`src/rtl/clk_div_monitor_pkg.sv`:
```
// clk_div_monitor_pkg
// Shared definitions for the divided-clock monitor and the divider bench:
// the measurement FSM state type and the default parameter values.
package clk_div_monitor_pkg;

    typedef enum logic [1:0] {
        IDLE = 2'd0,
        ARM  = 2'd1,
        MEAS = 2'd2,
        DONE = 2'd3
    } mon_state_t;

    localparam int DEFAULT_CNT_W       = 16;
    localparam int DEFAULT_NUM_PERIODS = 4;
    localparam int DEFAULT_TIMEOUT     = 1024;
    localparam int DEFAULT_SYNC_STAGES = 2;

endpackage

```
`src/rtl/clk_div_edge_sync.sv`:
```
// clk_div_edge_sync
// Samples the divided clock as ordinary data through a SYNC_STAGES flop
// chain, keeps one extra flop of history and flags rising edges.
// Ports:
//   clk    in  system clock
//   rst_n  in  asynchronous active-low reset
//   din    in  divided clock under test
//   level  out synchronised level (s)
//   rise   out one-cycle flag: level is 1 and was 0 on the previous cycle
module clk_div_edge_sync #(
    parameter int SYNC_STAGES = 2
) (
    input  logic clk,
    input  logic rst_n,
    input  logic din,
    output logic level,
    output logic rise
);

    logic [SYNC_STAGES-1:0] sync_q;
    logic                   level_d;

    // Shift the raw input through the chain; the last stage is the usable
    // level and level_d is its one-cycle history for edge detection.
    always_ff @(posedge clk or negedge rst_n) begin
        if (!rst_n) begin
            sync_q  <= '0;
            level_d <= 1'b0;
        end else begin
            sync_q  <= {sync_q[SYNC_STAGES-2:0], din};
            level_d <= sync_q[SYNC_STAGES-1];
        end
    end

    assign level = sync_q[SYNC_STAGES-1];
    assign rise  = level & ~level_d;

endmodule

```
`src/rtl/clk_div_monitor.sv`:
```
// clk_div_monitor
// Measures the rising-edge period and high time of a divided clock, in clk
// cycles, over NUM_PERIODS periods and compares the period against the
// programmed divide ratio latched at start.
// Ports:
//   clk        in  system clock (also the divider's source)
//   rst_n      in  asynchronous active-low reset
//   div_clk    in  divided clock under test, sampled as data
//   div        in  programmed divide ratio
//   start      in  one-cycle measurement request (ignored while busy)
//   busy       out measurement in progress
//   done       out one-cycle pulse; results are valid while it is high
//   period_sum out clk cycles spanning NUM_PERIODS rising-edge periods
//   high_sum   out cycles the sampled div_clk was high in that window
//   mismatch   out period_sum differs from div*NUM_PERIODS, or timeout
//   timeout    out no rising edge seen for TIMEOUT cycles
module clk_div_monitor
    import clk_div_monitor_pkg::*;
#(
    parameter int CNT_W       = DEFAULT_CNT_W,
    parameter int NUM_PERIODS = DEFAULT_NUM_PERIODS,
    parameter int TIMEOUT     = DEFAULT_TIMEOUT,
    parameter int SYNC_STAGES = DEFAULT_SYNC_STAGES
) (
    input  logic             clk,
    input  logic             rst_n,
    input  logic             div_clk,
    input  logic [7:0]       div,
    input  logic             start,
    output logic             busy,
    output logic             done,
    output logic [CNT_W-1:0] period_sum,
    output logic [CNT_W-1:0] high_sum,
    output logic             mismatch,
    output logic             timeout
);

    localparam logic [CNT_W-1:0] ONE       = CNT_W'(1);
    localparam logic [CNT_W-1:0] TIMEOUT_C = CNT_W'(TIMEOUT);
    localparam logic [CNT_W-1:0] NP_C      = CNT_W'(NUM_PERIODS);

    function automatic logic [CNT_W-1:0] sat_inc(input logic [CNT_W-1:0] v);
        return (v == {CNT_W{1'b1}}) ? v : v + ONE;
    endfunction

    function automatic logic [CNT_W-1:0] sat_add(input logic [CNT_W-1:0] a,
                                                 input logic [CNT_W-1:0] b);
        logic [CNT_W:0] wide;
        wide = {1'b0, a} + {1'b0, b};
        return wide[CNT_W] ? {CNT_W{1'b1}} : wide[CNT_W-1:0];
    endfunction

    logic s;
    logic rise;

    clk_div_edge_sync #(
        .SYNC_STAGES(SYNC_STAGES)
    ) u_edge_sync (
        .clk  (clk),
        .rst_n(rst_n),
        .din  (div_clk),
        .level(s),
        .rise (rise)
    );

    mon_state_t       state, state_next;
    logic [7:0]       div_latched, div_latched_n;
    logic [CNT_W-1:0] cnt, cnt_n;
    logic [CNT_W-1:0] edges, edges_n;
    logic [CNT_W-1:0] period_acc, period_acc_n;
    logic [CNT_W-1:0] high_acc, high_acc_n;
    logic [CNT_W-1:0] period_sum_n, high_sum_n;
    logic             timeout_n, mismatch_n;

    logic [CNT_W-1:0] cnt_inc;
    logic [CNT_W-1:0] expected_period;
    logic             last_edge;

    assign cnt_inc         = sat_inc(cnt);
    assign expected_period = CNT_W'(div_latched) * NP_C;
    assign last_edge       = (edges + ONE) == NP_C;

    // State register.
    always_ff @(posedge clk or negedge rst_n) begin
        if (!rst_n) begin
            state <= IDLE;
        end else begin
            state <= state_next;
        end
    end

    // Datapath registers; all next values come from the combinational block.
    always_ff @(posedge clk or negedge rst_n) begin
        if (!rst_n) begin
            div_latched <= '0;
            cnt         <= '0;
            edges       <= '0;
            period_acc  <= '0;
            high_acc    <= '0;
            period_sum  <= '0;
            high_sum    <= '0;
            timeout     <= 1'b0;
            mismatch    <= 1'b0;
        end else begin
            div_latched <= div_latched_n;
            cnt         <= cnt_n;
            edges       <= edges_n;
            period_acc  <= period_acc_n;
            high_acc    <= high_acc_n;
            period_sum  <= period_sum_n;
            high_sum    <= high_sum_n;
            timeout     <= timeout_n;
            mismatch    <= mismatch_n;
        end
    end

    // Next-state and datapath logic. The high count uses the synchronised
    // level s, which is 1 on every rise cycle, so a period's own rise is
    // counted and only the terminating rise is skipped. Results are loaded
    // on the edge that enters DONE so they are already valid while done=1.
    always_comb begin
        state_next    = state;
        div_latched_n = div_latched;
        cnt_n         = cnt;
        edges_n       = edges;
        period_acc_n  = period_acc;
        high_acc_n    = high_acc;
        period_sum_n  = period_sum;
        high_sum_n    = high_sum;
        timeout_n     = timeout;
        mismatch_n    = mismatch;
        busy          = (state != IDLE);
        done          = (state == DONE);

        case (state)
            IDLE: begin
                if (start) begin
                    state_next    = ARM;
                    div_latched_n = div;
                    cnt_n         = '0;
                    edges_n       = '0;
                    period_acc_n  = '0;
                    high_acc_n    = '0;
                    timeout_n     = 1'b0;
                    mismatch_n    = 1'b0;
                end
            end
            ARM: begin
                if (rise) begin
                    state_next = MEAS;
                    cnt_n      = ONE;
                    high_acc_n = sat_inc(high_acc);
                end else begin
                    cnt_n = cnt_inc;
                    if (cnt_inc >= TIMEOUT_C) begin
                        state_next = DONE;
                        timeout_n  = 1'b1;
                    end
                end
            end
            MEAS: begin
                if (rise) begin
                    period_acc_n = sat_add(period_acc, cnt);
                    cnt_n        = ONE;
                    edges_n      = sat_inc(edges);
                    if (last_edge) begin
                        state_next = DONE;
                    end else begin
                        high_acc_n = sat_inc(high_acc);
                    end
                end else begin
                    cnt_n = cnt_inc;
                    if (s) begin
                        high_acc_n = sat_inc(high_acc);
                    end
                    if (cnt_inc >= TIMEOUT_C) begin
                        state_next = DONE;
                        timeout_n  = 1'b1;
                    end
                end
            end
            DONE: begin
                state_next = IDLE;
            end
            default: begin
                state_next = IDLE;
            end
        endcase

        if (state != DONE && state_next == DONE) begin
            period_sum_n = period_acc_n;
            high_sum_n   = high_acc_n;
            mismatch_n   = timeout_n | (period_acc_n != expected_period);
        end
    end

endmodule

```
`config.mk`:
```
export PLATFORM = sky130hd
export DESIGN_NAME = clk_div_monitor
export DESIGN_NICKNAME = d
export VERILOG_FILES = /design/src/rtl/clk_div_monitor_pkg.sv /design/src/rtl/clk_div_edge_sync.sv /design/src/rtl/clk_div_monitor.sv
export SDC_FILE = /design/constraint.sdc
export NUM_CORES = 1
export LEC_CHECK = 0
export ABC_AREA = 1
export CAP_MARGIN = 10
export CORE_MARGIN = 4
export CORE_UTILIZATION = 65
export DETAILED_ROUTE_END_ITERATION = 16
export DONT_BUFFER_PORTS = 1
export PLACE_DENSITY = 0.81
export SKIP_CTS_REPAIR_TIMING = 1
export SLEW_MARGIN = 20
export SYNTH_ARGS = -nofsm -noshare
export SYNTH_HDL_FRONTEND = slang
export SYNTH_SLANG_ARGS = --single-unit
```
`constraint.sdc`:
```
create_clock -name clk -period 6.1 [get_ports clk]
set_input_delay 0.915 -clock clk [delete_from_list [all_inputs] [get_ports clk]]
set_output_delay 0.915 -clock clk [all_outputs]
set_load 0.01 [all_outputs]
```
* Word-level counts from Yosys, hierarchy flattened *
Index checks and enable logic that the tools add are counted.

cells by class
  $lt $le $gt $ge = 1
  bitwise logic cells = 3
  reductions and logical operators = 12
  shift-type cells = 0
  divide/modulo/power cells = 0
  multiplexer cells = 31
  multiply operators = 0
  equality and inequality tests = 13
  add/sub/neg operators = 4

operators by type and width
  kind                                                                     number
  16-bit two-way mux                                                       14
  16-bit case mux with 2 select lines                                      3
  16-bit by 1-bit adder with 16-bit output, second input constant          3
  16-bit equality test, second input constant                              3
  16-bit case mux with 3 select lines                                      1
  16-bit by 16-bit adder with 17-bit output                                1
  16-bit by 3-bit equality test with 1-bit output, second input constant   1
  16-bit by 11-bit >= comparator with 1-bit output, second input constant  1
  16-bit by 10-bit != test with 1-bit output                               1
  2-bit two-way mux                                                        5
  2-bit nonzero test                                                       5
  2-bit != test, second input constant                                     4
  2-bit case mux with 4 select lines                                       1
  2-bit equality test, second input constant                               3
  1-bit two-way mux                                                        6
  2-bit AND reduction                                                      3
  4-bit AND reduction                                                      1
  2-bit by 1-bit equality test with 1-bit output, second input constant    1
  2-bit zero test                                                          1
  1-bit case mux with 2 select lines                                       1
  2-bit OR reduction                                                       1
  1-bit AND                                                                1
  1-bit logical AND                                                        1
  1-bit inverter                                                           1
  1-bit bitwise OR                                                         1

word-level totals
  word-level logic and storage cells = 76
  memories = 0
  ROM bits = 0
  register bits = 111
  latch bits = 0
  RAM bits = 0

* Depth between registers and ports, before layout *
Gate-level depths: netlist (run 1).

  depth after elaboration = 10
  mapped depth = 20
  mapped depth without buffers = 19

* By module *
A second synthesis (run 1) with hierarchy kept.

unflattened totals
  cell total of the unflattened synthesis = 1219
  area total of the unflattened synthesis = 7953.9 µm²

modules (own cells, without submodules)
  module             cells an instance  times used  area an instance (µm²)  seq. area each (µm²)
  clk_div_monitor    1214               1           7868.8                  2702.6
  clk_div_edge_sync  5                  1           85.1                    75.1

* Least setup slack after synthesis (run 1) *
No wires, ideal clock.

  path type = reg2reg
  from = reg cnt[0]
  to = reg mismatch
  cell stages (with the launch flop) = 19
  slack = 3.553 ns
  clock period less this slack = 2.547 ns
  data arrival time = 2.428 ns
  data required time = 5.981 ns
  library setup time = 0.119 ns
  path through = dfrtp_1 ha_1 fa_1 nand3_1 nand3_1 nand2_1 nand2_1 nand2_1 nand2_1 nor2_2 nand3_1 nand2_1 nand2_1 nor2_1 nand3_1 nor2_1 nand2_1 nor2_1 nor2_1

on the way
  elaborated cells on any way between the ends = 23

RTL lines
  what                                        line                    text
  from (decl)                                 clk_div_monitor.sv:68   logic [CNT_W-1:0] cnt, cnt_n;
  from (signal assigned)                      clk_div_monitor.sv:106  cnt <= cnt_n;
  16-bit by 16-bit adder with 17-bit output   clk_div_monitor.sv:49   wide = {1'b0, a} + {1'b0, b};
  16-bit two-way mux                          clk_div_monitor.sv:50   return wide[CNT_W] ? {CNT_W{1'b1}} : wide[CNT_W-1:0];
  16-bit two-way mux                          clk_div_monitor.sv:162  if (rise) begin
  16-bit case mux with 2 select lines         clk_div_monitor.sv:135  case (state)
  named net period_acc_n[13]                  clk_div_monitor.sv:70   logic [CNT_W-1:0] period_acc, period_acc_n;
  16-bit by 10-bit != test with 1-bit output  clk_div_monitor.sv:193  mismatch_n = timeout_n | (period_acc_n != expected_period);
  1-bit bitwise OR                            clk_div_monitor.sv:193
  1-bit two-way mux                           clk_div_monitor.sv:190  if (state != DONE && state_next == DONE) begin
  to (signal assigned)                        clk_div_monitor.sv:113  mismatch <= mismatch_n;
  to (decl)                                   clk_div_monitor.sv:34   output logic mismatch,

The timed path passes the listed nets, and every way through them passes these cells.
A chain may end at the register's enable or synchronous reset.

* Final worst setup path (run 1) *
  from = reg u_edge_sync.sync_q[1]
  to = reg period_sum[1]

on the way
  cells in the longest elaborated chain, start to end = 5
  elaborated cells on any way between the ends = 8

RTL lines
  what                                         line                                            text
  from (decl)                                  clk_div_edge_sync.sv:20                         logic [SYNC_STAGES-1:0] sync_q;
  from (signal assigned)                       clk_div_edge_sync.sv:30                         sync_q <= {sync_q[SYNC_STAGES-2:0], din};
  1-bit AND (*)                                clk_div_edge_sync.sv:36                         assign rise = level & ~level_d;
  2-bit two-way mux, on equally long branches  clk_div_monitor.sv:162, clk_div_monitor.sv:149
  2-bit case mux with 4 select lines           clk_div_monitor.sv:135
  2-bit equality test                          clk_div_monitor.sv:190
  1-bit logical AND                            clk_div_monitor.sv:190
  to (signal assigned)                         clk_div_monitor.sv:110                          period_sum <= period_sum_n;
  to (decl)                                    clk_div_monitor.sv:32                           output logic [CNT_W-1:0] period_sum,

Mark *: on every way between the ends. The rest lies on a longest branch, timed or not.

==> impl_metrics.py, run 1 <==
metrics = {
    "power_and_ir_drop": {
        "total_power_mw": 3.192,
        "power_density_nw_per_um2": 391.9,
        "p_sw_frac": 0.4789,
        "p_int_mw": 1.664,
        "p_sw_mw": 1.529,
        "ir_worst_vdd_uv": 306.5,
        "clkPwrFrac": 0.190,
        "sequentialPowerShare": 0.384,
        "p_leak_nw": 4.137,
        "pwr-share-comb": 0.426,
    },
    "placement": {
        "place_area_um2": 7838,
        "dp_cells": 1328,
        "routabilityCongestion": 0.9424,
        "portBuffers": 0,
        "dp_hpwl_mm": 13.96,
        "pre_cts_ws_ps": 2267,
    },
    "logic_synthesis": {
        "synthXorXnorAreaFrac": 0.01445,
        "synthMostInstantiatedCell": "nand2_1",
        "synthDistinctLibCells": 44,
        "synth.avg_cell_area_um2": 6.411,
        "ys_warn_count": 0,
        "yosys.area_share.simple": 0.4053,
        "synth_edf_count": 0,
        "ys.flop_type": "dfrtp_1",
        "netlist_area_um2": 7879,
        "synthAdderAreaFrac": 0.03907,
        "syn_inst": 1229,
        "ys_seq_area_frac": 0.3525,
        "synth_compound_area_frac": 0.1010,
        "synthTopCellsByArea": "dfrtp_1 (35%), nand2_1 (24%), nand3_1 (6.5%)",
        "ys_ff_latch": 111,
        "ys_async_sr_fraction": 1.000,
        "yosys.area.top_type": "dfrtp_1",
        "synth_top_family_by_area": "simple AND/OR/NAND/NOR gates",
        "synth.mux.area_fraction": 0,
        "yosys.area.top_type_share": 0.3525,
        "synth_common_cells": "nand2_1 (507), inv_1 (113), dfrtp_1 (111)",
        "syn_nets": 1265,
    },
    "grt": {
        "grt_pass1_wl_mm": 32.26,
        "grt_pass1_vias": 6698,
        "grt_overflow": 0,
        "track_usage": 0.2787,
        "antenna_found_initial": 0,
        "grt_max_degree": 112,
    },
    "setup_path": {
        "worstReg2RegEnd": "period_sum[1]$_DFFE_PN0P_",
        "startpoint_type": "flop",
        "crit_type": "flop to flop",
        "path_cells": "inv_1 -> nor2_4 -> buf_4 -> nand3_2 -> nand3_2 -> nand3_2 -> nor2_4 -> inv_2 -> o21ai_0",
        "worst_path_most_repeated_cell": "nand3_2",
        "r2r_setup_slack_ps": 2170,
        "cp_data_required_time_ps": 6370,
        "critPathSlowestCell": "dfrtp_1",
        "r2r_start": "u_edge_sync.sync_q[1]$_DFF_PN0_",
        "worstPathMaxFanout": 54,
        "worstPathArrival_ps": 4200,
        "critPathMaxStageDelay_ps": 930,
        "end_kind": "flop",
        "rr_worst_depth": 9,
    },
    "clock_network": {
        "numCtsBuffers": 9,
        "path_clk_slew_ps": 80,
        "cts.sinks": 111,
        "cts.path.max_buffers": 2,
        "cts_root_buffer": "clkbuf_16",
        "h-tree-depth": 3,
        "cts_tree": "done",
        "worstSkewPairLatency_ps": 370,
    },
    "cells_and_area": {
        "area_growth_pct": 3.398,
        "nets": 1232,
        "fill_cells": 1068,
        "fin_cells": 1344,
        "postLayoutCoreUtil": 0.6985,
        "drive_above_1_share": 0.03580,
        "n_antenna_cell": 0,
        "fin_area_um2": 8147,
    },
    "floorplanning": {
        "start_util": 0.6756,
        "die_x_um": 118.1,
        "core_area_um2": 11660,
        "num_rows": 39,
        "dieArea_um2": 13950,
        "die_h_um": 118.1,
        "io_pins": 48,
    },
    "sta": {
        "final.setup_skew_ps": 12.06,
        "worst_slew_pin_slew_ps": 1025,
        "rsz0062_at_grt": "false",
        "clock.fmax_mhz": 254.4,
        "timing.final.ws_setup_ps": 2169,
        "hold_viol_final": 0,
        "fin_setup_tns_ps": 0,
        "whs_ps": 240.0,
        "min_period_ps": 3931,
        "finalMaxSlewViolations": 0,
        "finalCritPeriodShare": 0.6445,
        "finalSetupViolCount": 0,
        "slew_headroom": 0.3140,
    },
    "detailed_routing": {
        "avgViaCountPerCell": 5.632,
        "ant_nets": 0,
        "drt-initial-drc-count": 741,
        "vias": 7569,
        "drt_first_pass_iters": 5,
        "wl_mm": 19.32,
        "drc": 0,
        "avgRoutedWirePerCell_um": 14.38,
    },
    "run_status": {
        "status": "completed",
    },
    "min_path": {
        "worstHoldPathType": "input pin to async pin",
    },
    "job": {
        "max_cap_viol_count": 0,
    },
}
layout make-up:
| cell class | instances | area, µm² | area share |
|---|---|---|---|
| Inverter | 120 | 450.4 | 0.05529 |
| Timing Repair Buffer | 2 | 15.01 | 0.001843 |
| Sequential cell | 111 | 2778 | 0.3410 |
| Clock inverter | 6 | 70.07 | 0.008601 |
| Clock buffer | 10 | 239.0 | 0.02933 |
| Multi-Input combinational cell | 952 | 4415 | 0.5420 |
| Tap cell | 143 | 178.9 | 0.02196 |
per-layer routing:
metal / vias up / routed length [µm] / global-route usage
met3: 22 / 1523 / 0.06055
met2: 249 / 8313 / 0.4187
met1: 3442 / 9242 / 0.4103
li1: 3856 / - / -
met4: 0 / 243 / 0.06886
met5: - / 0 / 0
worst max-delay path by stage:
stage                                                from                         to  slack, ps  depth (start not counted)
after global placement    u_edge_sync.sync_q[1]$_DFF_PN0_  period_sum[0]$_DFFE_PN0P_       2390                         10
after floorplan                        cnt[0]$_DFFE_PN0P_       mismatch$_DFFE_PN0P_       3550                         18
after global routing      u_edge_sync.sync_q[1]$_DFF_PN0_  period_sum[1]$_DFFE_PN0P_       1800                          9
final                     u_edge_sync.sync_q[1]$_DFF_PN0_  period_sum[1]$_DFFE_PN0P_       2170                          9
after detailed placement  u_edge_sync.sync_q[1]$_DFF_PN0_  period_sum[1]$_DFFE_PN0P_       2270                         10
after CTS                 u_edge_sync.sync_q[1]$_DFF_PN0_  period_sum[1]$_DFFE_PN0P_       2210                          9
worst max-delay path, delay by kind of cell (launching register included):
| kind | cells | cell delay (ps) |
|---|---|---|
| AO/OA/AOI/OAI | 1 | 290 |
| AND/OR/NAND/NOR | 5 | 1430 |
| buffers and inverters | 3 | 1140 |
| flip-flops | 1 | 930 |
kinds of logic (layout without fill, tap and decap cells):
kind of cell / Yosys count / after routing
AOI/OAI and AO/OA: 142 / 142
xor gates and xnor gates: 13 / 13
adders and majority gates: 24 / 24
buffers and inverters: 166 / 138
DFF: 111 / 111
and+or+nand+nor: 773 / 773
state kept, by name, indices dropped and copies added (netlist names):
register / cells
edges: 16
div_latched: 8
high_acc: 16
state: 2
mismatch: 1
high_sum: 16
period_sum: 16
period_acc: 16
cnt: 16
u_edge_sync.level_d: 1
timeout: 1
u_edge_sync.sync_q: 2
layout by cell type (no fill, tap or decap), drive strengths merged, types with 2 or more instances in the layout:
| cell type | n |
|---|---|
| o21ai | 54 |
| buf | 2 |
| and2 | 5 |
| clkinv | 5 |
| nor2 | 119 |
| xnor2 | 3 |
| ha | 23 |
| nand2 | 510 |
| inv | 121 |
| o21bai | 2 |
| clkbuf | 10 |
| nand4 | 17 |
| or2 | 2 |
| o211ai | 16 |
| o31ai | 6 |
| a21oi | 54 |
| nand3 | 106 |
| nor3 | 12 |
| o22ai | 2 |
| a31oi | 2 |
| o21a | 2 |
| xor2 | 10 |
| dfrtp | 111 |
power groups by stage:
stage          sequential [mW]  combinational, mW  clock [mW]
6_report                  1.23               1.36       0.607
3_3_place_gp              1.23               1.29           0
3_5_place_dp              1.23               1.33           0
4_1_cts                   1.22               1.34       0.616
2_1_floorplan             1.12               1.15           0
5_1_grt                   1.26               1.55       0.646
(Power assumes the default switching activity.)
==> run 2: changes to the inputs <==
==> constraint.sdc (replaced) <==
create_clock -name clk -period 3.68 [get_ports clk]
set_input_delay 0.552 -clock clk [delete_from_list [all_inputs] [get_ports clk]]
set_output_delay 0.552 -clock clk [all_outputs]
set_load 0.01 [all_outputs]
==> run 2 against run 1 <==
Fmax grew 24%. Die area is the same. Global-route usage grew 0.66 points. Non-clock buffer count grew 10. Cell area grew 1.1%. Utilization grew 0.77 points. Final cell count grew 0.74%. Sequential power grew 65%. Critical path depth grew 9. Clock skew shrank 3.2 ps. Worst hold slack lost 180 ps. Critical path type unchanged.
==> impl_metrics.py, run 2 (same netlist as run 1, synthesis figures left out) <==
metrics = {
    "run_status": {
        "status": "completed",
    },
    "detailed_routing": {
        "ant_nets": 0,
        "avgViaCountPerCell": 5.652,
        "avgRoutedWirePerCell_um": 14.34,
        "wl_mm": 19.42,
        "drc": 0,
        "drt-initial-drc-count": 877,
        "drt_first_pass_iters": 5,
        "vias": 7653,
    },
    "setup_path": {
        "startpoint_type": "flop",
        "crit_type": "flop to flop",
        "worstPathMaxFanout": 7,
        "worstPathArrival_ps": 3420,
        "cp_data_required_time_ps": 3930,
        "end_kind": "flop",
    },
    "grt": {
        "track_usage": 0.2854,
        "grt_max_degree": 112,
        "antenna_found_initial": 0,
        "use_met3": 0.06583,
        "grt_pass1_vias": 6906,
        "use_met2": 0.4137,
        "grt_pass1_wl_mm": 33.18,
        "grt_overflow": 0,
        "use_met1": 0.4295,
        "grt-busiest-layer": "met1",
    },
    "floorplanning": {
        "core_area_um2": 11660,
        "dieArea_um2": 13950,
        "io_pins": 48,
        "num_rows": 39,
        "die_x_um": 118.1,
        "start_util": 0.6756,
        "die_h_um": 118.1,
    },
    "cells_and_area": {
        "n_antenna_cell": 0,
        "final_cell_mix": "nand2_1 (507), inv_1 (113), dfrtp_1 (111)",
        "area_growth_pct": 4.542,
        "drive_above_1_share": 0.04377,
        "final_common_cell": "nand2_1",
        "fill_cells": 1006,
        "nets": 1242,
    },
    "clock_network": {
        "worstSkewPairLatency_ps": 370,
        "h-tree-depth": 3,
        "cts.sinks": 111,
        "numCtsBuffers": 9,
        "cts_tree": "done",
        "cts_root_buffer": "clkbuf_16",
        "path_clk_slew_ps": 80,
        "cts.path.max_buffers": 2,
    },
    "sta": {
        "worst_slew_pin_slew_ps": 641.1,
        "finalCritPeriodShare": 0.8601,
        "timing.final.ws_setup_ps": 514.9,
        "clock.fmax_mhz": 316.0,
        "fin_setup_tns_ps": 0,
        "final.setup_skew_ps": 8.848,
        "min_period_ps": 3165,
        "finalMaxSlewViolations": 0,
        "rsz0062_at_grt": "false",
        "finalSetupViolCount": 0,
        "hold_viol_final": 0,
        "whs_ps": 55.38,
        "slew_headroom": 0.5726,
    },
    "placement": {
        "pre_cts_ws_ps": 625.4,
        "portBuffers": 0,
        "routabilityCongestion": 0.9742,
        "dp_hpwl_mm": 13.96,
    },
    "power_and_ir_drop": {
        "p_leak_nw": 4.193,
        "ir_worst_vdd_uv": 568.2,
        "power_density_nw_per_um2": 653.4,
        "total_power_mw": 5.382,
    },
    "job": {
        "max_cap_viol_count": 0,
    },
    "min_path": {
        "worstHoldPathType": "input pin to async pin",
    },
}
==> run 2: cell types whose count changed in the layout (fill, tap and decap cells not counted) <==
cell,delta
buf_4,+9
clkinv_8,-2
buf_16,+1
inv_12,+1
inv_8,+1
==> run 2: worst max-delay path, cell delays in order, from the launching register on <==
cell and delay, ps:
dfrtp_1 440, ha_1 270, fa_1 440, nand3_1 110
nand3_1 160, nand2_1 150, nand2_1 60, nand2_1 110
nand2_1 150, nor2_2 290, nand3_1 150, nand2_1 80
nand2_1 80, nor2_1 130, nand3_1 80, nor2_1 120
nand2_1 90, nor2_1 100, nor2_1 50
==> run 2: final timing paths <==
path | startpoint | slack, ps | depth (start not counted) | endpoint
min reg2reg | u_edge_sync.sync_q[0]$_DFF_PN0_ | 360 | 0 | u_edge_sync.sync_q[1]$_DFF_PN0_
min | rst_n | 60 | 1 | cnt[10]$_DFFE_PN0P_
min in group clk | div_clk | 210 | 0 | u_edge_sync.sync_q[0]$_DFF_PN0_
max in group asynchronous | rst_n | 3070 | 1 | period_sum[6]$_DFFE_PN0P_
max | cnt[0]$_DFFE_PN0P_ | 510 | 18 | mismatch$_DFFE_PN0P_
max reg2reg | cnt[0]$_DFFE_PN0P_ | 510 | 18 | mismatch$_DFFE_PN0P_
==> run 2: area by class of cell <==
cell class / instances / area, µm² / area share
Clock inverter: 6 / 65.06 / 0.007899
Tap cell: 143 / 178.9 / 0.02172
Multi-Input combinational cell: 952 / 4415 / 0.5361
Clock buffer: 10 / 239.0 / 0.02901
Sequential cell: 111 / 2778 / 0.3372
Timing Repair Buffer: 12 / 110.1 / 0.01337
Inverter: 120 / 450.4 / 0.05469
==> run 2: per-stage QoR <==
| stage | std cells | utilization | instance area (µm²) |
|---|---|---|---|
| floorplan | 1229 | - | 7879 |
| global placement | 1337 | 0.6778 | 7905 |
| detailed placement | 1337 | 0.6778 | 7905 |
| CTS | 1353 | 0.7039 | 8209 |
| global route | 1354 | 0.7063 | 8237 |
| finish | 1354 | 0.7063 | 8237 |
==> run 2: power by group <==
part,switching (mW),total (mW),internal (mW)
registers,0.447,2.03,1.58
clock network,0.517,1.02,0.506
logic,1.60,2.33,0.730
total,2.57,5.38,2.81
==> run 2: per-layer routing <==
metal | vias up | part of all wire
met5 | - | 0
met4 | 0 | 0.013
met3 | 18 | 0.087
met2 | 288 | 0.42
met1 | 3474 | 0.48
li1 | 3873 | -
==> run 3: changes to the inputs <==
==> constraint.sdc (replaced) <==
create_clock -name clk -period 3.68 [get_ports clk]
set_input_delay 0.552 -clock clk [delete_from_list [all_inputs] [get_ports clk]]
set_output_delay 0.552 -clock clk [all_outputs]
set_load 0.1 [all_outputs]
==> run 3 against run 2 <==
Cell area up 0.52%. Register-to-register slack about the same. Fmax up 0.40%. Clock power hardly changed. Power rose by 21%. Clock skew is 4.4 ps higher. Via count increased by 1.1%. First-iteration DRC count shrank 0.80%. Sequential power up 48%. Final cell count up 0.22%. Worst setup slack better by 13 ps. Combinational power increased by 6%. Largest power group is now registers. Highest routed layer unchanged.
==> impl_metrics.py, run 3 (same netlist as run 1, synthesis figures left out) <==
metrics = {
    "run_status": {
        "status": "completed",
    },
    "placement": {
        "pre_cts_ws_ps": 610.7,
        "portBuffers": 0,
        "dp_cells": 1340,
        "dp_hpwl_mm": 14.01,
        "place_area_um2": 7928,
        "routabilityCongestion": 0.9556,
    },
    "floorplanning": {
        "die_x_um": 118.1,
        "die_h_um": 118.1,
        "io_pins": 48,
        "dieArea_um2": 13950,
        "start_util": 0.6756,
        "num_rows": 39,
        "core_area_um2": 11660,
    },
    "setup_path": {
        "crit_type": "flop to flop",
        "end_kind": "flop",
        "worstPathArrival_ps": 3450,
        "worstReg2RegEnd": "high_sum[0]$_DFFE_PN0P_",
        "cp_data_required_time_ps": 3980,
        "worstPathMaxFanout": 34,
        "r2r_start": "cnt[1]$_DFFE_PN0P_",
        "crit_path_start": "cnt[1]$_DFFE_PN0P_",
        "startpoint_type": "flop",
        "rr_worst_depth": 16,
        "r2r_setup_slack_ps": 530,
        "endpoint": "high_sum[0]$_DFFE_PN0P_",
    },
    "sta": {
        "final.setup_skew_ps": 13.27,
        "timing.final.ws_setup_ps": 527.5,
        "min_period_ps": 3152,
        "slew_headroom": 0.3786,
        "finalSetupViolCount": 0,
        "hold_viol_final": 0,
        "worst_slew_pin_slew_ps": 932.1,
        "clock.fmax_mhz": 317.2,
        "rsz0062_at_grt": "false",
        "fin_setup_tns_ps": 0,
        "finalCritPeriodShare": 0.8566,
        "finalMaxSlewViolations": 0,
    },
    "clock_network": {
        "numCtsBuffers": 9,
        "cts_tree": "done",
        "worstSkewPairLatency_ps": 360,
        "cts.sinks": 111,
        "cts.path.max_buffers": 2,
        "cts_root_buffer": "clkbuf_16",
        "h-tree-depth": 3,
        "path_clk_slew_ps": 80,
    },
    "cells_and_area": {
        "n_antenna_cell": 0,
        "fin_area_um2": 8279,
        "fin_cells": 1357,
        "final_cell_mix": "nand2_1 (507), inv_1 (113), dfrtp_1 (111)",
        "area_growth_pct": 5.082,
        "final_common_cell": "nand2_1",
        "nets": 1245,
        "drive_above_1_share": 0.04613,
    },
    "detailed_routing": {
        "avgViaCountPerCell": 5.700,
        "top_layer_used": "met4",
        "drc": 0,
        "dr_wl_met3_mm": 1.794,
        "wl_met2_mm": 8.350,
        "wl_met1_mm": 9.037,
        "drt-initial-drc-count": 870,
        "drt_first_pass_iters": 5,
        "avgRoutedWirePerCell_um": 14.32,
        "wl_mm": 19.43,
        "ant_nets": 0,
        "vias": 7735,
    },
    "power_and_ir_drop": {
        "power_density_nw_per_um2": 786.6,
        "ir_worst_vdd_uv": 760.1,
        "p_leak_nw": 4.215,
    },
    "grt": {
        "track_usage": 0.2861,
        "grt_overflow": 0,
        "antenna_found_initial": 0,
        "grt_pass1_wl_mm": 33.22,
        "grt_pass1_vias": 6854,
        "grt_max_degree": 112,
    },
    "job": {
        "max_cap_viol_count": 0,
    },
    "min_path": {
        "worstHoldPathType": "input pin to async pin",
    },
}
[run 3: changes by cell type in the layout (fill, tap and decap cells not counted), sizes merged]
| cell | previous run | this run |
|---|---|---|
| clkbuf | 10 | 9 |
| buf | 12 | 15 |
| clkinv | 3 | 6 |
| bufinv | 0 | 1 |
| inv | 123 | 120 |
[run 3: per-layer routing]
layer / up-vias / track usage
met5: - / 0
met1: 3500 / 0.4343
li1: 3880 / -
met3: 25 / 0.05238
met2: 330 / 0.4234
met4: 0 / 0.06813
[run 3: stage by stage]
step / total power [mW] / hold WS [ps] / util
2_1_floorplan: 4.834 / 256.4 / -
3_3_place_gp: 5.344 / 260.1 / 0.6798
3_5_place_dp: 5.398 / 260.1 / 0.6798
4_1_cts: 6.474 / -130.9 / 0.7075
5_1_grt: 6.972 / 174.6 / 0.7099
6_report: 6.512 / 92.55 / 0.7099
[run 3: where the power goes]
part	internal (mW)	switching [mW]	leakage [nW]	total (mW)
sequential	1.55	1.45	1.46	3.00
clock	0.551	0.503	0.159	1.05
combinational	0.751	1.71	2.59	2.46
total	2.85	3.66	4.22	6.51
[run 3: worst min path at each step]
| stage | startpoint | end |
|---|---|---|
| after CTS | rst_n | high_acc[1]$_DFF_PN0_ |
| after detailed placement | rst_n | cnt[12]$_DFFE_PN0P_ |
| final | rst_n | cnt[15]$_DFFE_PN0P_ |
| after floorplan | rst_n | cnt[0]$_DFFE_PN0P_ |
| after global placement | rst_n | cnt[12]$_DFFE_PN0P_ |
| after global routing | rst_n | cnt[15]$_DFFE_PN0P_ |
[run 3: cell type report]
| class | count | area [µm²] |
|---|---|---|
| multi-input cells | 952 | 4415 |
| clock buffers | 9 | 225.2 |
| well taps | 143 | 178.9 |
| clock inverters | 7 | 98.84 |
| fillers | 1001 | 3383 |
| flip-flops and latches | 111 | 2778 |
| inverters | 120 | 450.4 |
| repair buffers | 15 | 132.6 |
[run 3: critical path: stages (launching register included)]
cell	delay [ps]
dfrtp_1	470
ha_1	230
nand2_1	110
nor2_2	310
nand3_1	150
nand2_1	90
nand3_1	90
nor2_1	130
nand3_1	210
o21ai_1	190
nand2_1	60
nand2_1	130
nor2_4	50
buf_4	190
inv_2	400
nand2_1	140
nand2_1	120
